[src/rtl/piarb_buf_wr_ctrl_pkg.sv]
// piarb_buf_wr_ctrl_pkg: shared sizes, FSM encoding and helpers for the PIARB write-side buffer allocator
package piarb_buf_wr_ctrl_pkg;
  localparam int NUM_PU = 4;
  localparam int ID_NBITS = 2;
  localparam int BPTR_NBITS = 8;
  localparam int BPTR_LSB_NBITS = 2;
  localparam int DATA_NBITS = 16;
  localparam int CACHE_DEPTH = 4;
  localparam int LEN_NBITS = 16;
  localparam int CNT_NBITS = $clog2(CACHE_DEPTH) + 1;
  typedef enum logic [1:0] {
    ST_IDLE  = 2'd0,
    ST_RUN   = 2'd1,
    ST_FLUSH = 2'd2
  } state_t;
  function automatic logic [LEN_NBITS-1:0] len_inc(input logic [LEN_NBITS-1:0] l);
    return &l ? l : l + LEN_NBITS'(1);
  endfunction
endpackage

[src/rtl/piarb_buf_wr_ctrl_if.sv]
// piarb_buf_wr_ctrl_if: PU word streams, free-pointer handshake, write stream and packet descriptors
// slave modport = allocator view, master modport = PU/free-list/consumer view
interface piarb_buf_wr_ctrl_if;
  import piarb_buf_wr_ctrl_pkg::*;
  logic                         freeb_init_done;
  logic [NUM_PU-1:0]            pu_valid;
  logic [NUM_PU-1:0]            pu_sop;
  logic [NUM_PU-1:0]            pu_eop;
  logic [NUM_PU*DATA_NBITS-1:0] pu_data;
  logic [NUM_PU-1:0]            pu_ready;
  logic                         free_buf_req;
  logic                         free_buf_valid;
  logic [BPTR_NBITS-1:0]        free_buf_ptr;
  logic                         write_data_valid;
  logic [BPTR_NBITS-1:0]        write_buf_ptr;
  logic [BPTR_LSB_NBITS-1:0]    write_buf_ptr_lsb;
  logic                         write_sop;
  logic                         write_eop;
  logic [ID_NBITS-1:0]          write_port_id;
  logic [DATA_NBITS-1:0]        write_data;
  logic                         pkt_done_valid;
  logic [ID_NBITS-1:0]          pkt_done_port_id;
  logic [BPTR_NBITS-1:0]        pkt_done_head_ptr;
  logic [LEN_NBITS-1:0]         pkt_done_len;
  modport slave (
    input  freeb_init_done, pu_valid, pu_sop, pu_eop, pu_data, free_buf_valid, free_buf_ptr,
    output pu_ready, free_buf_req, write_data_valid, write_buf_ptr, write_buf_ptr_lsb,
           write_sop, write_eop, write_port_id, write_data,
           pkt_done_valid, pkt_done_port_id, pkt_done_head_ptr, pkt_done_len
  );
  modport master (
    output freeb_init_done, pu_valid, pu_sop, pu_eop, pu_data, free_buf_valid, free_buf_ptr,
    input  pu_ready, free_buf_req, write_data_valid, write_buf_ptr, write_buf_ptr_lsb,
           write_sop, write_eop, write_port_id, write_data,
           pkt_done_valid, pkt_done_port_id, pkt_done_head_ptr, pkt_done_len
  );
endinterface

[src/rtl/piarb_buf_wr_ptr_cache.sv]
// piarb_buf_wr_ptr_cache: DEPTH x W free-pointer FIFO with flush
// ports: push/din write, pop/dout show-ahead read, flush empties, count/empty/full status
module piarb_buf_wr_ptr_cache #(
  parameter int DEPTH = 4,
  parameter int W = 8
) (
  input  logic                   clk,
  input  logic                   rst,
  input  logic                   flush,
  input  logic                   push,
  input  logic                   pop,
  input  logic [W-1:0]           din,
  output logic [W-1:0]           dout,
  output logic [$clog2(DEPTH):0] count,
  output logic                   empty,
  output logic                   full
);
  localparam int AW = $clog2(DEPTH);
  logic [W-1:0]  mem [DEPTH];
  logic [AW-1:0] wr_ptr, rd_ptr;
  logic          do_pop;
  assign empty = count == '0;
  assign full = count == (AW+1)'(DEPTH);
  assign do_pop = pop && !empty;
  assign dout = mem[rd_ptr];
  always_ff @(posedge clk) begin
    if (rst || flush) begin
      wr_ptr <= '0;
      rd_ptr <= '0;
      count <= '0;
    end else begin
      if (push) wr_ptr <= wr_ptr + AW'(1);
      if (do_pop) rd_ptr <= rd_ptr + AW'(1);
      count <= count + (AW+1)'(push) - (AW+1)'(do_pop);
    end
  end
  always_ff @(posedge clk)
    if (push) mem[wr_ptr] <= din;
endmodule

[src/rtl/piarb_buf_wr_ctrl.sv]
// piarb_buf_wr_ctrl: round-robin PU word arbiter that allocates free buffers and emits packet descriptors
// ports: clk, rst (sync, active high), bus (slave modport of piarb_buf_wr_ctrl_if)
// optional: PIARB_BUF_WR_ERR_CHK_EN adds sticky err_status[2:0]
module piarb_buf_wr_ctrl
  import piarb_buf_wr_ctrl_pkg::*;
(
  input logic clk,
  input logic rst,
  piarb_buf_wr_ctrl_if.slave bus
`ifdef PIARB_BUF_WR_ERR_CHK_EN
  ,
  output logic [2:0] err_status
`endif
);
  state_t state, nxt_state;
  logic run, flush;
  logic [CNT_NBITS-1:0] cache_count, inflight;
  logic cache_empty, cache_full;
  logic [BPTR_NBITS-1:0] cache_dout;
  logic req, push, dec, pop;
  logic [BPTR_LSB_NBITS-1:0] off [NUM_PU];
  logic [BPTR_NBITS-1:0] cur_ptr [NUM_PU];
  logic [BPTR_NBITS-1:0] head [NUM_PU];
  logic [LEN_NBITS-1:0] len [NUM_PU];
  logic [NUM_PU-1:0] needs_new, elig;
  logic [ID_NBITS-1:0] last_gnt, gnt;
  logic gnt_vld, g_sop, g_eop;
  logic [BPTR_NBITS-1:0] w_ptr, nxt_head;
  logic [BPTR_LSB_NBITS-1:0] w_lsb, nxt_off;
  logic [LEN_NBITS-1:0] nxt_len;
  always_ff @(posedge clk)
    if (rst) state <= ST_IDLE;
    else state <= nxt_state;
  always_comb begin
    nxt_state = (state == ST_IDLE) ? (bus.freeb_init_done ? ST_RUN : ST_IDLE) :
                (state == ST_RUN) ? (bus.freeb_init_done ? ST_RUN : ST_FLUSH) : ST_IDLE;
  end
  assign run = state == ST_RUN;
  assign flush = state == ST_FLUSH;
  // credit rule: outstanding requests plus cached pointers never exceed the cache size
  assign req = run && (({1'b0, cache_count} + {1'b0, inflight}) < (CNT_NBITS+1)'(CACHE_DEPTH));
  assign push = run && bus.free_buf_valid && (!cache_full || pop);
  assign dec = run && bus.free_buf_valid && inflight != '0;
  assign bus.free_buf_req = req;
  piarb_buf_wr_ptr_cache #(.DEPTH(CACHE_DEPTH), .W(BPTR_NBITS)) u_cache (
    .clk(clk),
    .rst(rst),
    .flush(flush),
    .push(push),
    .pop(pop),
    .din(bus.free_buf_ptr),
    .dout(cache_dout),
    .count(cache_count),
    .empty(cache_empty),
    .full(cache_full)
  );
  always_comb begin
    needs_new = '0;
    elig = '0;
    for (int p = 0; p < NUM_PU; p++) begin
      needs_new[p] = off[p] == '0 || bus.pu_sop[p];
      elig[p] = run && bus.pu_valid[p] && (!needs_new[p] || !cache_empty);
    end
  end
  // descending scan so the closest eligible port after last_gnt wins
  always_comb begin
    logic [ID_NBITS-1:0] cand;
    cand = '0;
    gnt_vld = 1'b0;
    gnt = '0;
    for (int i = NUM_PU; i >= 1; i--) begin
      cand = ID_NBITS'((int'(last_gnt) + i) % NUM_PU);
      if (elig[cand]) begin
        gnt_vld = 1'b1;
        gnt = cand;
      end
    end
  end
  assign bus.pu_ready = gnt_vld ? (NUM_PU'(1) << gnt) : '0;
  always_comb begin
    g_sop = bus.pu_sop[gnt];
    g_eop = bus.pu_eop[gnt];
    pop = gnt_vld && needs_new[gnt];
    w_ptr = pop ? cache_dout : cur_ptr[gnt];
    w_lsb = g_sop ? '0 : off[gnt];
    nxt_head = g_sop ? w_ptr : head[gnt];
    nxt_len = g_sop ? LEN_NBITS'(1) : len_inc(len[gnt]);
    nxt_off = g_eop ? '0 : w_lsb + BPTR_LSB_NBITS'(1);
  end
  always_ff @(posedge clk) begin
    if (rst) begin
      inflight <= '0;
      last_gnt <= '0;
      off <= '{default: '0};
      cur_ptr <= '{default: '0};
      head <= '{default: '0};
      len <= '{default: '0};
      bus.write_data_valid <= 1'b0;
      bus.write_buf_ptr <= '0;
      bus.write_buf_ptr_lsb <= '0;
      bus.write_sop <= 1'b0;
      bus.write_eop <= 1'b0;
      bus.write_port_id <= '0;
      bus.write_data <= '0;
      bus.pkt_done_valid <= 1'b0;
      bus.pkt_done_port_id <= '0;
      bus.pkt_done_head_ptr <= '0;
      bus.pkt_done_len <= '0;
    end else begin
      inflight <= flush ? '0 : inflight + CNT_NBITS'(req) - CNT_NBITS'(dec);
      if (flush) begin
        off <= '{default: '0};
        len <= '{default: '0};
      end else if (gnt_vld) begin
        last_gnt <= gnt;
        off[gnt] <= nxt_off;
        cur_ptr[gnt] <= w_ptr;
        head[gnt] <= nxt_head;
        len[gnt] <= nxt_len;
      end
      bus.write_data_valid <= gnt_vld;
      bus.write_buf_ptr <= w_ptr;
      bus.write_buf_ptr_lsb <= w_lsb;
      bus.write_sop <= g_sop;
      bus.write_eop <= g_eop;
      bus.write_port_id <= gnt;
      bus.write_data <= bus.pu_data[gnt*DATA_NBITS +: DATA_NBITS];
      bus.pkt_done_valid <= gnt_vld && g_eop;
      bus.pkt_done_port_id <= gnt;
      bus.pkt_done_head_ptr <= nxt_head;
      bus.pkt_done_len <= nxt_len;
    end
  end
`ifdef PIARB_BUF_WR_ERR_CHK_EN
  logic [NUM_PU-1:0] active;
  always_ff @(posedge clk) begin
    if (rst) begin
      active <= '0;
      err_status <= '0;
    end else begin
      if (flush) active <= '0;
      else if (gnt_vld) active[gnt] <= !g_eop;
      err_status <= err_status | {bus.free_buf_valid && run && inflight == '0,
                                  gnt_vld && !g_sop && !active[gnt],
                                  gnt_vld && g_sop && active[gnt]};
    end
  end
`endif
endmodule
[src/flat_wrapper.sv]
// flat-port wrapper written by rule: the top's interface ports become plain ports
module piarb_buf_wr_ctrl_flat import piarb_buf_wr_ctrl_pkg::*;
  (clk, rst, bus_freeb_init_done, bus_pu_valid, bus_pu_sop, bus_pu_eop, bus_pu_data, bus_free_buf_valid, bus_free_buf_ptr, bus_pu_ready, bus_free_buf_req, bus_write_data_valid, bus_write_buf_ptr, bus_write_buf_ptr_lsb, bus_write_sop, bus_write_eop, bus_write_port_id, bus_write_data, bus_pkt_done_valid, bus_pkt_done_port_id, bus_pkt_done_head_ptr, bus_pkt_done_len);
  piarb_buf_wr_ctrl_if bus_i ();
  input logic clk;
  input logic rst;
  input wire logic [$bits(bus_i.freeb_init_done)-1:0] bus_freeb_init_done;
  input wire logic [$bits(bus_i.pu_valid)-1:0] bus_pu_valid;
  input wire logic [$bits(bus_i.pu_sop)-1:0] bus_pu_sop;
  input wire logic [$bits(bus_i.pu_eop)-1:0] bus_pu_eop;
  input wire logic [$bits(bus_i.pu_data)-1:0] bus_pu_data;
  input wire logic [$bits(bus_i.free_buf_valid)-1:0] bus_free_buf_valid;
  input wire logic [$bits(bus_i.free_buf_ptr)-1:0] bus_free_buf_ptr;
  output wire logic [$bits(bus_i.pu_ready)-1:0] bus_pu_ready;
  output wire logic [$bits(bus_i.free_buf_req)-1:0] bus_free_buf_req;
  output wire logic [$bits(bus_i.write_data_valid)-1:0] bus_write_data_valid;
  output wire logic [$bits(bus_i.write_buf_ptr)-1:0] bus_write_buf_ptr;
  output wire logic [$bits(bus_i.write_buf_ptr_lsb)-1:0] bus_write_buf_ptr_lsb;
  output wire logic [$bits(bus_i.write_sop)-1:0] bus_write_sop;
  output wire logic [$bits(bus_i.write_eop)-1:0] bus_write_eop;
  output wire logic [$bits(bus_i.write_port_id)-1:0] bus_write_port_id;
  output wire logic [$bits(bus_i.write_data)-1:0] bus_write_data;
  output wire logic [$bits(bus_i.pkt_done_valid)-1:0] bus_pkt_done_valid;
  output wire logic [$bits(bus_i.pkt_done_port_id)-1:0] bus_pkt_done_port_id;
  output wire logic [$bits(bus_i.pkt_done_head_ptr)-1:0] bus_pkt_done_head_ptr;
  output wire logic [$bits(bus_i.pkt_done_len)-1:0] bus_pkt_done_len;
  assign bus_i.freeb_init_done = bus_freeb_init_done;
  assign bus_i.pu_valid = bus_pu_valid;
  assign bus_i.pu_sop = bus_pu_sop;
  assign bus_i.pu_eop = bus_pu_eop;
  assign bus_i.pu_data = bus_pu_data;
  assign bus_i.free_buf_valid = bus_free_buf_valid;
  assign bus_i.free_buf_ptr = bus_free_buf_ptr;
  assign bus_pu_ready = bus_i.pu_ready;
  assign bus_free_buf_req = bus_i.free_buf_req;
  assign bus_write_data_valid = bus_i.write_data_valid;
  assign bus_write_buf_ptr = bus_i.write_buf_ptr;
  assign bus_write_buf_ptr_lsb = bus_i.write_buf_ptr_lsb;
  assign bus_write_sop = bus_i.write_sop;
  assign bus_write_eop = bus_i.write_eop;
  assign bus_write_port_id = bus_i.write_port_id;
  assign bus_write_data = bus_i.write_data;
  assign bus_pkt_done_valid = bus_i.pkt_done_valid;
  assign bus_pkt_done_port_id = bus_i.pkt_done_port_id;
  assign bus_pkt_done_head_ptr = bus_i.pkt_done_head_ptr;
  assign bus_pkt_done_len = bus_i.pkt_done_len;
  piarb_buf_wr_ctrl u_core (.clk(clk), .rst(rst), .bus(bus_i));
endmodule
[config.mk]
export PLATFORM = sky130hd
export DESIGN_NAME = piarb_buf_wr_ctrl_flat
export DESIGN_NICKNAME = d
export VERILOG_FILES = /design/src/rtl/piarb_buf_wr_ctrl_pkg.sv /design/src/rtl/piarb_buf_wr_ctrl_if.sv /design/src/rtl/piarb_buf_wr_ptr_cache.sv /design/src/rtl/piarb_buf_wr_ctrl.sv /design/src/flat_wrapper.sv
export SDC_FILE = /design/constraint.sdc
export NUM_CORES = 1
export LEC_CHECK = 0
export CORE_AREA = 2 2 145 147
export DETAILED_ROUTE_END_ITERATION = 8
export DIE_AREA = 0 0 147 149
export PLACE_DENSITY = 0.78
export SYNTH_ARGS = -nofsm -noshare
export SYNTH_HDL_FRONTEND = slang
export SYNTH_SLANG_ARGS = --single-unit
[constraint.sdc]
create_clock -name clk -period 6.1 [get_ports clk]
set_input_delay 1.22 -clock clk [delete_from_list [all_inputs] [get_ports clk]]
set_output_delay 1.22 -clock clk [all_outputs]
set_load 0.01 [all_outputs]
# Word level (Yosys, flattened, before mapping)
# Memory sizes are Yosys's and may differ from the RTL's. A register that Yosys moved wholly into a read port is not among the register bits.
# Index checks and enable logic that the tools add are counted.
dict set report totals {
  reg_bits 206
  in_bits 88
  n_memories 1
  mem_bits_rw 32
  out_inout_bits 63
}
# name words width read_ports rd_clocked_by_memory_dff wr line
set mem_list {}
lappend mem_list {u_core.u_cache.mem 4 8 1 1 1 piarb_buf_wr_ptr_cache.sv:19} ;# logic [W-1:0] mem [DEPTH];
dict set report op_classes {
  n_reduce_logical 42
  addsub 13
  bitwise 2
  eq_ne 3
  n_lt_le_gt_ge 8
  muxes 59
  shift 2
}
# operator n
set op_table {}
lappend op_table {{$mux 16} 5}
lappend op_table {{$bwmux 32} 2}
lappend op_table {{$bwmux 64} 1}
lappend op_table {{$shiftx 64x7->16} 1}
lappend op_table {{$mux 8} 7}
lappend op_table {{$bmux 16 s2} 1}
lappend op_table {{$bmux 8 s2} 2}
lappend op_table {{$demux 16 s2} 1}
lappend op_table {{$mux 2} 14}
lappend op_table {{$add 16x1->16 const B} 1}
lappend op_table {{$demux 8 s2} 1}
lappend op_table {{$logic_and 1x1->1} 16}
lappend op_table {{$reduce_and 16->1} 1}
lappend op_table {{$lt 2x3->1 const B} 5}
lappend op_table {{$bmux 1 s2} 7}
lappend op_table {{$mux 1} 14}
lappend op_table {{$add 2x1->2 const B} 5}
lappend op_table {{$logic_not 2->1} 5}
lappend op_table {{$logic_or 1x1->1} 10}
lappend op_table {{$bwmux 8} 1}
lappend op_table {{$add 3x1->3} 2}
lappend op_table {{$logic_not 1->1} 6}
lappend op_table {{$sub 3x1->3} 2}
lappend op_table {{$add 2x2->2 const B} 2}
lappend op_table {{other kinds (17)} 17}

# Depth between registers and ports, before layout
# Gate-level depths: netlist of the first run.
dict set report logic_depth {
  ltp_word 19
  depth_mapped 20
  depth_no_buf 16
}

# Hierarchy
# Synthesis of the first run repeated with hierarchy kept, for this count alone.
dict set report unflattened {
  hier_cells 1098
  hier_area_um2 10294.9
}
# module cells_per_inst area_each_um2 seq_area_each_um2 instances
set by_module_without_submodules {}
lappend by_module_without_submodules {piarb_buf_wr_ctrl 1010 8660.8 3983.8 1}
lappend by_module_without_submodules {piarb_buf_wr_ptr_cache 88 1634.1 1141.1 1}

# Worst setup path before layout of the first run
# No wires, ideal clock.
dict set report synth_timing {
  path_type {in2reg}
  from {input bus_pu_sop[1]}
  to {register u_core.u_cache.count[2]}
  setup_slack_ns 1.141
  cell_stages 19
  required_ns 5.972
  arrival_ns 4.831
  path_cell_list {o21bai_1 -> a21oi_1 -> o21ai_1 -> or4_1 -> buf_4 -> buf_6 -> buf_6 -> a211oi_1 -> o21bai_1 -> buf_2 -> a31oi_1 -> inv_1 -> ha_1 -> inv_1 -> ha_1 -> fa_1 -> xnor2_1 -> xnor2_1 -> nor2_1}
}
dict set report synth_via {
  elab_chain_cells 17
}
# item line
set synth_rtl {}
lappend synth_rtl {{start: declaration} flat_wrapper.sv:9} ;# input wire logic [$bits(bus_i.pu_sop)-1:0] bus_pu_sop;
lappend synth_rtl {{$logic_or 1x1->1 (*)} piarb_buf_wr_ctrl.sv:61} ;# needs_new[p] = off[p] == '0 || bus.pu_sop[p];
lappend synth_rtl {{$logic_not 1->1} piarb_buf_wr_ctrl.sv:62} ;# elig[p] = run && bus.pu_valid[p] && (!needs_new[p] || !cache_empty);
lappend synth_rtl {{$logic_or 1x1->1} piarb_buf_wr_ctrl.sv:62}
lappend synth_rtl {{$logic_and 1x1->1} piarb_buf_wr_ctrl.sv:62}
lappend synth_rtl {{$bmux 1 s2} piarb_buf_wr_ctrl.sv:73} ;# if (elig[cand]) begin
lappend synth_rtl {{$mux 1 (not written as such)} piarb_buf_wr_ctrl.sv:73}
lappend synth_rtl {{$mux 2 (4 in series)} piarb_buf_wr_ctrl.sv:73}
lappend synth_rtl {{$bmux 1 s2} piarb_buf_wr_ctrl.sv:83} ;# pop = gnt_vld && needs_new[gnt];
lappend synth_rtl {{$mux 1 (not written as such)} piarb_buf_wr_ctrl.sv:83}
lappend synth_rtl {{$logic_and 1x1->1 (*)} piarb_buf_wr_ctrl.sv:83}
lappend synth_rtl {{$logic_or 1x1->1} piarb_buf_wr_ctrl.sv:42} ;# assign push = run && bus.free_buf_valid && (!cache_full || pop);
lappend synth_rtl {{$logic_and 1x1->1} piarb_buf_wr_ctrl.sv:42}
lappend synth_rtl {{$add 3x1->3} piarb_buf_wr_ptr_cache.sv:34} ;# count <= count + (AW+1)'(push) - (AW+1)'(do_pop);
lappend synth_rtl {{$sub 3x1->3 (*)} piarb_buf_wr_ptr_cache.sv:34}
lappend synth_rtl {{end signal: assignment} piarb_buf_wr_ptr_cache.sv:34}
lappend synth_rtl {{end: declaration} piarb_buf_wr_ptr_cache.sv:14} ;# output logic [$clog2(DEPTH):0] count,
# Every way passes the cells marked *; elsewhere a longest branch is shown, timed or not. The select of a mux whose other input is x is not followed.
# A chain may end at the register's enable or synchronous reset.

# Final worst setup path of the first run
dict set report layout_timing {
  from {input bus_pu_sop[1]}
  to {output bus_pu_ready[2]}
}
dict set report layout_via {
  elab_chain_cells 12
}
# item line
set layout_rtl {}
lappend layout_rtl {{$logic_or 1x1->1 (*)} piarb_buf_wr_ctrl.sv:61}
lappend layout_rtl {{$logic_not 1->1 (*)} piarb_buf_wr_ctrl.sv:62}
lappend layout_rtl {{$logic_or 1x1->1 (*)} piarb_buf_wr_ctrl.sv:62}
lappend layout_rtl {{$logic_and 1x1->1 (*)} piarb_buf_wr_ctrl.sv:62}
lappend layout_rtl {{$bmux 1 s2} piarb_buf_wr_ctrl.sv:73}
lappend layout_rtl {{$mux 1 (not written as such)} piarb_buf_wr_ctrl.sv:73}
lappend layout_rtl {{$mux 2 (4 in series)} piarb_buf_wr_ctrl.sv:73}
lappend layout_rtl {{$shl 1x2->4} piarb_buf_wr_ctrl.sv:79} ;# assign bus.pu_ready = gnt_vld ? (NUM_PU'(1) << gnt) : '0;
lappend layout_rtl {{$mux 4 (*)} piarb_buf_wr_ctrl.sv:79}
lappend layout_rtl {{end: declaration} flat_wrapper.sv:14} ;# output wire logic [$bits(bus_i.pu_ready)-1:0] bus_pu_ready;
# Marks and branches as above.

==> metrics.txt, run 1 <==
clock skew=roughly 10 ps; status=finished clean; dpl hpwl=about 18,000 microns; Skew-Pair Late Insertion Delay=between 500 and 600 ps; clock buffer count from CTS=25; yosys warns=0; ys async rst share=0%; WS Path Type=in2out; Post-synth EDFFs=32; vias in the first global route=around 8,500; min Tclk post-route=between 5000 and 6000 ps; via/cell ratio=5.85; setup repair bufs after CTS=0; Post-synth top cells=208 x dfxtp_1, 183 x nand2_1, 151 x nor2_1, 42 x nor3_1, 41 x a21oi_1; Root Driver=clkbuf_16; Max IR drop VDD=0.229 mV; headroom to the max-slew limit=between 20% and 30%; Boundary Pins=about 150; die height=roughly 150 microns; Fill cells=approximately 1,700; Total Nets Final=approximately 1,400; pwr/cell area=346 mW/mm^2; 1st-iter DRT viols=approximately 750; setup TNS=0 ps; final worst setup slack=between 600 and 700 ps; Final Hold Fails=0; Worst EP arrival=roughly 4200 ps; Tot GR Track Use=roughly 25%; core area=0.0206 sq mm; CP peak stage delay=approximately 560 ps; WL/cell=about 18 microns; antenna diode count=0; clk slew on worst S/H paths=60 ps; design area=between 0.01 and 0.015 sq mm; post-cts sizing count=0; first-pass GRT wire length=44,300 microns; highest net fanout along the worst path=21; slowest CP cell=a21oi_4; TritonRoute pass-1 iters=5; cell taking the most area after synthesis=dfxtp_1; Final Setup Violations=0; number of port buffers=150; pin count of the biggest net entering global routing=62; cells after synthesis=between 1,000 and 1,500; main area contributors after synthesis=dfxtp_1 38%, edfxtp_1 8.9%, nand2_1 6.3%; top-count cell post-synth=dfxtp_1; RSZ-0062 raised after global routing=no; Tcrit/Tclk final=approximately 89%; CP startpoint kind=input pin; total gr overflow=0; Max Freq=around 180 MHz; Final Non-Filler Cells=between 1,500 and 2,000; Post-Syn Nets=around 1,300; CTS tree=built; die area=around 0.022 sq mm; FF+latch count, synth=between 200 and 250; Top FF cell, synth=dfxtp_1; Cell variety after synth=between 80 and 90; Slew @ Worst Pin=1090 ps; CTS Hold Buffers Added=0; clock sinks=240; post-layout util=about 65%; share of layout cells above drive strength 1=approximately 11%; synthesized area=0.0108 sq mm; Leakage=about 0.0045 uW; worst hold-check path type=reg2reg; placed cells=1,536; nature of the critical path endpoint=output pin; Avg Cell Area, Syn=9.29 sq um; initial antenna violation count=0; post-synth top area share=a little under two fifths; dpl cell area=~0.012 sq mm; Layout area overhead=22.7%; critical path, cell by cell=clkdlybuf4s50_1 > o21bai_1 > a21oi_1 > or2_2 > a21oi_4 > buf_4 > nand2_1 > clkinv_1 > clkdlybuf4s50_1; Top cell by count, worst path=clkdlybuf4s50_1; site row count=53; final RePlAce weighted congestion=slightly above 0.9; dpl ws=roughly 450 ps; starting density of the core=a little over half; Final Slew Violations=0; DRC violation count after routing=0; Req. time, crit path=about 4900 ps; via count=9,253; worst-case clock buffer depth=3; Chip Width=147 microns; post-synthesis sequential area ratio=about 47%; Antenna Violating Nets Remaining=0; final WL=between 20,000 and 30,000 microns; Max Cap Viol=0; H-tree levels=1
[per-layer routing]
metal | track usage (%) | routed length [microns] | vias to the layer above
li1 | - | - | 4379
met1 | 34.4 | 12000 | 4409
met2 | 40.3 | 12900 | 406
met3 | 4.22 | 2530 | 59
met4 | 8.17 | 622 | 0
met5 | 0 | 0 | -
[flip-flops by register name, summed over array words and instances (netlist names), 16 cells and up, named ones only]
name and count:
u_core.bus.pkt_done_len 16, u_core.bus.write_data 16, u_core.cur_ptr 32, u_core.head 32, u_core.len 64, u_core.u_cache.mem 32
[report_power, final]
part | internal [uW] | switching (uW)
Clock | 880 | 623
Combinational | 541 | 736
Sequential | 1750 | 86.9
[worst max-delay path: cells and delay by family]
family	cells	cell delay (ps)
buffers and inverters	4	1540
and+or+nand+nor	2	520
AOI/OAI and AO/OA	3	940
[layout by cell type, fill, tap and decap left out, drive strengths merged, types with 5 or more instances in the layout]
cell type / netlist / layout
nand3: 38 / 38
a31oi: 17 / 17
nand2: 184 / 184
edfxtp: 32 / 32
mux2: 12 / 12
inv: 16 / 17
nor4: 6 / 6
xnor2: 9 / 9
a211oi: 36 / 36
nor3: 44 / 44
dfxtp: 208 / 208
o21ai: 57 / 57
a311oi: 13 / 13
nand4: 6 / 6
ha: 11 / 11
buf: 43 / 26
and3: 20 / 20
clkdlybuf4s50: 0 / 149
nor2b: 27 / 27
a22oi: 5 / 5
clkinv: 2 / 8
o211ai: 7 / 7
mux4: 24 / 24
nor2: 151 / 151
a21oi: 50 / 50
and2: 10 / 10
mux2i: 33 / 33
clkbuf: 38 / 34
[cells by family (layout without fill, tap and decap cells)]
family | count (synthesis) | in the layout | share of synthesized area, %
compound gates | 227 | 227 | 15.2
buf+inv | 99 | 239 | 4.33
fa+ha+maj | 13 | 13 | 1.64
simple gates | 506 | 506 | 21.3
mux | 69 | 69 | 9.31
xor+xnor | 13 | 13 | 1.05
flops | 240 | 240 | 47.3
[worst paths after layout]
kind | end | slack (ps) | startpoint | depth (start not counted)
worst max-delay path | bus_pu_ready[2] | 660 | bus_pu_sop[1] | 9
worst min register to register | u_core.len[57] | 450 | u_core.len[57] | 2
worst max register to register | u_core.len[25] | 1580 | u_core.u_cache.count[2] | 11
worst min-delay path | u_core.len[57] | 450 | u_core.len[57] | 2
[area by class of cell]
class | count | area (sq um) | area share, %
Tap cell | 275 | 344 | 2.59
Clock buffer | 34 | 689 | 5.18
Inverter | 18 | 67.6 | 0.508
Clock inverter | 12 | 124 | 0.931
Timing Repair Buffer | 175 | 1690 | 12.7
Sequential cell | 240 | 5120 | 38.5
Multi-Input combinational cell | 828 | 5270 | 39.6
[per-stage QoR]
stage	hold WS (ps)	power, uW
final	452	4610
after global routing	468	4810
after CTS	454	4620
after detailed placement	443	3130
after global placement	434	3100
after floorplan	417	2700
No activity file was read; power rests on OpenSTA's default activity.
==> inputs of run 2 (changes only) <==
- CTS_CLUSTER_DIAMETER: default -> 40
- RECOVER_POWER: default -> 100
==> run 2 against run 1 <==
Against the previous run: worst setup slack got worse by 200 ps; cell count rose by 1.0%; sequential cell count did not move; register-to-register slack got worse by 260 ps; utilization rose by 1.4 points.
==> metrics.txt, run 2 (synthesis results as in run 1) <==
status=finished clean; first-pass GRT wire length=45,500 microns (+2.7%); dpl cell area=0.0125 sq mm (unchanged); worst-case clock buffer depth=3 (unchanged); slowest CP cell=dlygate4sd3_1; Gate power share=24.0% (-3.7 points); Leakage=0.00486 uW (+7.9%); pwr/cell area=375 mW/mm^2 (+8.3%); TritonRoute pass-1 iters=6 (+1); Max IR drop VDD=0.186 mV (-19%); Root Driver=clkbuf_16; Final Setup Violations=0 (unchanged); commonest non-fill, non-tap cells in the layout=208 x dfxtp_1, 183 x nand2_1, 151 x nor2_1, 78 x clkdlybuf4s50_1, 71 x dlygate4sd3_1; die area=0.0219 sq mm (unchanged); Antenna Violating Nets Remaining=0 (unchanged); Boundary Pins=151 (unchanged); worst hold-check path type=reg2reg; WS Path Type=in2out; M1 wire length=12,400 microns (+3.5%); Net Switching=1550 uW (+7.0%); Final Slew Violations=0 (unchanged); WL/cell=18.0 microns (+1.9%); H-tree levels=2 (+1); via/cell ratio=5.89 (+0.79%); clock buffer count from CTS=34 (+36%); Worst EP arrival=4420 ps (+200 ps); core area=0.0206 sq mm (unchanged); CP top delay family=buffers and inverters; worst path bufs/invs=4 (unchanged); share of layout cells above drive strength 1=9.98% (-0.89 points); nature of the critical path endpoint=output pin; sequential share of power=35.9% (-3.8 points); antenna diode count=0 (unchanged); Switching Fraction=30.3% (-1.0 points); 1st-iter DRT viols=854 (+14%); setup repair bufs after CTS=0 (unchanged); Max Cap Viol=0 (unchanged); Clk network pwr share=40.0% (+7.4 points); headroom to the max-slew limit=16.8% (-10 points); min Tclk post-route=5640 ps (+200 ps); site row count=53 (unchanged); Slew @ Worst Pin=1210 ps (+126 ps); Top Layer Used=met4; post-cts sizing count=0 (unchanged); CP startpoint kind=input pin; initial antenna violation count=0 (unchanged); met3 WL=2470 microns (-2.6%); Max Freq=177 MHz (-3.5%); WL met2=13,200 microns (+2.2%); highest net fanout along the worst path=33 (+57%); Req. time, crit path=4880 ps (about the same); clock skew=19.6 ps (+9.57 ps); number of port buffers=150 (unchanged); final WL=28,800 microns (+2.9%); CTS Hold Buffers Added=0 (unchanged); Total Nets Final=1,398 (+0.65%); RSZ-0062 raised after global routing=no; clock sinks=240 (unchanged); vias in the first global route=8,863 (+3.9%); die height=149 microns (unchanged); design area=0.0136 sq mm (+2.1%); DRC violation count after routing=0 (unchanged); CTS tree=built; total gr overflow=0 (unchanged); Reg with most FFs=u_core.len; dpl ws=454 ps (unchanged); Pint=3550 uW (+12%); final RePlAce weighted congestion=0.929 (unchanged); Final Hold Fails=0 (unchanged); Tcrit/Tclk final=92.4% (+3.3 points); most common cell after layout, fill and taps aside=dfxtp_1; Layout area overhead=25.3%; final worst setup slack=461 ps (-200 ps); max FFs per register=64 (unchanged); CP peak stage delay=570 ps (about the same); Tot GR Track Use=25.7% (+0.79 points); setup TNS=0 ps (unchanged); via count=9,420 (+1.8%); clk slew on worst S/H paths=60 ps (about the same); critical path, cell by cell=dlygate4sd3_1 > o21bai_1 > a21oi_1 > o21ai_0 > nor4_4 > buf_4 > nand2_1 > inv_1 > clkdlybuf4s50_1; starting density of the core=52.8% (unchanged); Skew-Pair Late Insertion Delay=510 ps (-30 ps); Chip Width=147 microns (unchanged); pin count of the biggest net entering global routing=62 (unchanged); dpl hpwl=18,300 microns (unchanged)
==> run 2: changes by cell type in the layout (fill, tap and decap cells not counted), sizes merged <==
cell	before	now
inv	17	22
clkinv	8	10
bufinv	2	4
clkbuf	34	46
dlygate4sd3	0	71
buf	26	22
clkdlybuf4s50	149	78
clkinvlp	3	2
==> run 2: worst paths after layout <==
check / slack [ps] / cells after the start / endpoint / start
hold / removal: 450 / 2 / u_core.len[6] / u_core.len[6]
hold reg to reg: 450 / 2 / u_core.len[6] / u_core.len[6]
setup reg to reg: 1320 / 10 / u_core.bus.pkt_done_len[3] / u_core.state[0]
setup / recovery: 460 / 9 / bus_pu_ready[1] / bus_pu_sop[1]
==> run 2: layout make-up <==
class	instances	area [sq um]
Clock buffer	42	965
Clock inverter	20	234
Fill cell	1623	6970
Inverter	18	67.6
Multi-Input combinational cell	828	5180
Sequential cell	240	5120
Tap cell	275	344
Timing Repair Buffer	175	1670
==> run 2: through the flow <==
step	hold slack (ps)	total power, uW	utilization (%)	instances
4_1_cts	452	5170	66.6	1598
6_report	451	5100	66.1	1598
3_5_place_dp	443	3130	60.8	1536
2_1_floorplan	417	2700	-	1167
5_1_grt	466	5300	66.1	1598
3_3_place_gp	434	3100	60.8	1536
==> run 2: routing by layer <==
layer  vias to the layer above  GRT usage (%)
li1                       4405              -
met1                      4515           34.5
met2                       428           42.0
met3                        72           5.05
met4                         0           8.94
met5                         -              0
==> run 2: tightest hold or removal path, stage by stage, from the launching register on <==
cell	delay [ps]
dfxtp_1	310
nand2_1	50
o21ai_1	50
==> run 2: power by group through the flow <==
| stage | Combinational [uW] | Clock (uW) | Sequential (uW) |
|---|---|---|---|
| 3_3_place_gp | 1240 | 0 | 1860 |
| 3_5_place_dp | 1260 | 0 | 1870 |
| 5_1_grt | 1330 | 2130 | 1850 |
| 4_1_cts | 1270 | 2060 | 1830 |
| 2_1_floorplan | 836 | 0 | 1870 |
| 6_report | 1230 | 2040 | 1830 |
==> inputs of run 3 (changes only) <==
- ABC_AREA: default -> 1
- CORE_AREA: 2 2 145 147 -> 2 2 147 149
- DIE_AREA: 0 0 147 149 -> 0 0 149 151
- PLACE_DENSITY: 0.78 -> 0.77
==> run 3 against run 2 <==
Against the previous run: the run now ends with max-capacitance violations, max-slew violations left; wire length fell by 3.1%; utilization fell by 0.72 points; first-iteration DRC count shrank 16%; sequential cell count unchanged; worst setup slack worse by 62 ps; clock power shrank 14%; non-clock buffer count is 7 lower; die area up 2.7%; area after synthesis rose by 1.8%; maximum frequency decreased by 1.1%; hold slack gained 53 ps; via count rose by 5.7%; critical path type unchanged; largest cell class is now sequential cells; largest power group is now combinational cells.
==> metrics.txt, run 3 <==
via/cell ratio=5.27 (-11%); number of port buffers=150 (unchanged); Avg Cell Area, Syn=7.46 sq um (-20%); Final Slew Violations=117 (+117); WS Path Type=in2out; CP startpoint kind=input pin; vias in the first global route=9,076 (+2.4%); via count=9,957 (+5.7%); setup repair bufs after CTS=0 (unchanged); dpl hpwl=18,400 microns (+0.54%); die area=0.0225 sq mm (+2.7%); worst path bufs/invs=3 (-1); max FFs per register=64 (unchanged); CP top delay family=buffers and inverters; Antenna Violating Nets Remaining=0 (unchanged); FF+latch count, synth=240 (unchanged); post-layout util=65.4% (-0.72 points); pwr/cell area=483 mW/mm^2 (+29%); WL/cell=14.8 microns (-18%); cell taking the most area after synthesis=dfxtp_1; Final Hold Fails=0 (unchanged); Max Freq=175 MHz (-1.1%); clock buffer count from CTS=31 (-8.8%); Total Nets Final=1,690 (+21%); TritonRoute pass-1 iters=5 (-1); Register Area=0.00512 sq mm (unchanged); Worst EP arrival=4480 ps (+60 ps); Top FF cell, synth=dfxtp_1; Reg with most FFs=u_core.len; initial antenna violation count=0 (unchanged); antenna diode count=0 (unchanged); setup TNS=0 ps (unchanged); final WL=27,900 microns (-3.1%); yosys warns=0 (unchanged); worst r2r path cells=20 (+10); core area=0.0208 sq mm (+1.3%); CTS tree=built; site row count=53 (unchanged); most common cell after layout, fill and taps aside=nand2_1; Cell variety after synth=44 (-46%); cells after synthesis=1,481 (+27%); Post-Syn Nets=1,582 (+25%); starting density of the core=53.0% (+0.28 points); Max IR drop VDD=0.333 mV (+79%); status=finished with violations; worst hold-check path type=reg2reg; Max Cap Viol=2 (+2); post-synth top area share=37.7% (-0.69 points); die height=151 microns (+1.3%); Top cell by count, worst path=nand2_1; clock skew=22.8 ps (+3.22 ps); worst-case clock buffer depth=3 (unchanged); Req. time, crit path=4880 ps (about the same); Leakage=0.00618 uW (+27%); slowest CP cell=dlygate4sd3_1; Tcrit/Tclk final=93.5% (+1.0 points); Tot GR Track Use=24.6% (-1.1 points); Boundary Pins=151 (unchanged); hold path depth=3 (+1); headroom to the max-slew limit=-92.6% (-110 points); share of layout cells above drive strength 1=7.13% (-2.9 points); CP peak stage delay=660 ps (+90 ps); post-cts sizing count=0 (unchanged); H-tree levels=1 (-1); critical path, cell by cell=clkdlybuf4s50_1 > o21bai_1 > nand2_1 > nand3_1 > nand2_1 > nand2_1 > nand3_1 > nand3_1 > nand2_2 > inv_1 > nand2_1 > nor2_2 > dlygate4sd3_1; Fill cells=1,825 (+12%); dpl cell area=0.0126 sq mm (+0.95%); RSZ-0062 raised after global routing=no; Chip Width=149 microns (+1.4%); DRC violation count after routing=0 (unchanged); Post-synth top cells=284 x nand2_1, 208 x dfxtp_1, 201 x inv_1, 154 x a21oi_1, 133 x o21ai_0; pin count of the biggest net entering global routing=75 (+21%); synthesized area=0.0110 sq mm (+1.8%); Layout area overhead=23.3%; clock sinks=240 (unchanged); failing checks=max-capacitance violations, max-slew violations; Root Driver=clkbuf_16; final RePlAce weighted congestion=0.963 (+3.6%); commonest non-fill, non-tap cells in the layout=285 x nand2_1, 210 x inv_1, 208 x dfxtp_1, 154 x a21oi_1, 152 x o21ai_0; main area contributors after synthesis=dfxtp_1 38%, nand2_1 9.7%, edfxtp_1 8.7%; Final Setup Violations=0 (unchanged); clk slew on worst S/H paths=60 ps (about the same); total gr overflow=0 (unchanged); post-synthesis sequential area ratio=46.4% (-0.85 points); first-pass GRT wire length=45,300 microns (-0.47%); Post-synth EDFFs=32 (unchanged); critical path depth in cells=13 (+4); area of the multi-input gates=0.00466 sq mm (-10%); Skew-Pair Late Insertion Delay=570 ps (+60 ps); 1st-iter DRT viols=718 (-16%); Slew @ Worst Pin=2890 ps (+1670 ps); design area=0.0136 sq mm (+0.19%); top-count cell post-synth=nand2_1; min Tclk post-route=5700 ps (+62.3 ps); highest net fanout along the worst path=20 (-39%); CTS Hold Buffers Added=0 (unchanged); nature of the critical path endpoint=output pin; ys async rst share=0% (unchanged)
## run 3: cell types whose count changed in the layout (fill, tap and decap cells not counted), sizes merged, moves of 33 or more
cell / delta
a211oi: -36
a21oi: +104
a22oi: +35
inv: +213
mux2i: -33
nand2: +109
nor3: -39
o21ai: +103
## run 3: cell families after synthesis
family / after synthesis / share of synthesized area (%)
flops: 240 / 46.4
fa+ha+maj: 13 / 1.61
simple gates: 509 / 20.1
buf+inv: 317 / 11.4
xor+xnor: 8 / 0.635
compound gates: 394 / 19.8
## run 3: report_power, final
group | leakage (uW) | switching, uW | total (uW) | internal, uW
combinational | 0.00371 | 1730 | 2630 | 899
clock | 0.000490 | 763 | 1760 | 993
sequential | 0.00198 | 179 | 2190 | 2020
total | 0.00618 | 2670 | 6580 | 3910
## run 3: path summary, 6_finish.rpt
check,startpoint,slack [ps],end
min reg2reg,u_core.state[1],500,u_core.state[0]
max reg2reg,u_core.u_cache.count[1],1620,u_core.off[3]
max,bus_pu_sop[3],400,bus_pu_ready[0]
min,u_core.state[1],500,u_core.state[0]
## run 3: final cells by class
class	instances	share of cell area, %
Timing Repair Buffer	168	11.9
Clock buffer	34	5.93
Clock inverter	24	1.60
Multi-Input combinational cell	924	34.2
Sequential cell	240	37.6
Inverter	224	6.17
Tap cell	275	2.53
## run 3: per-stage QoR
step,worst slack (ps),total power (uW),hold WS (ps),cells
final,399,6580,503,1889
after global routing,221,7060,551,1889
after CTS,680,6670,512,1889
after detailed placement,508,4910,480,1831
after global placement,676,4850,468,1831
after floorplan,1760,4050,457,1481
## run 3: worst register-to-register path, stage by stage (launching register included)
cell and delay [ps]:
dfxtp_1 390, inv_2 70, nand2_2 100, nor2_4 50, nand2_1 90, nand3_1 90
nand2_1 140, nand2_1 80, nand3_1 80, nand3_1 90, nand2_2 330, inv_1 380
nand2_1 240, buf_4 230, nor2_1 70, nor3_2 780, inv_2 460, nand2_1 220
nor2_1 70, o21ai_1 290, a21oi_1 110
## run 3: per-layer routing
metal	routed length, microns	vias to the layer above	part of all wire (%)	GRT usage, %
li1	-	5054	-	-
met5	0	-	0	0
met3	1910	44	6.8	4.37
met4	592	0	2.1	6.33
met1	12200	4548	44	32.8
met2	13200	311	47	41.6
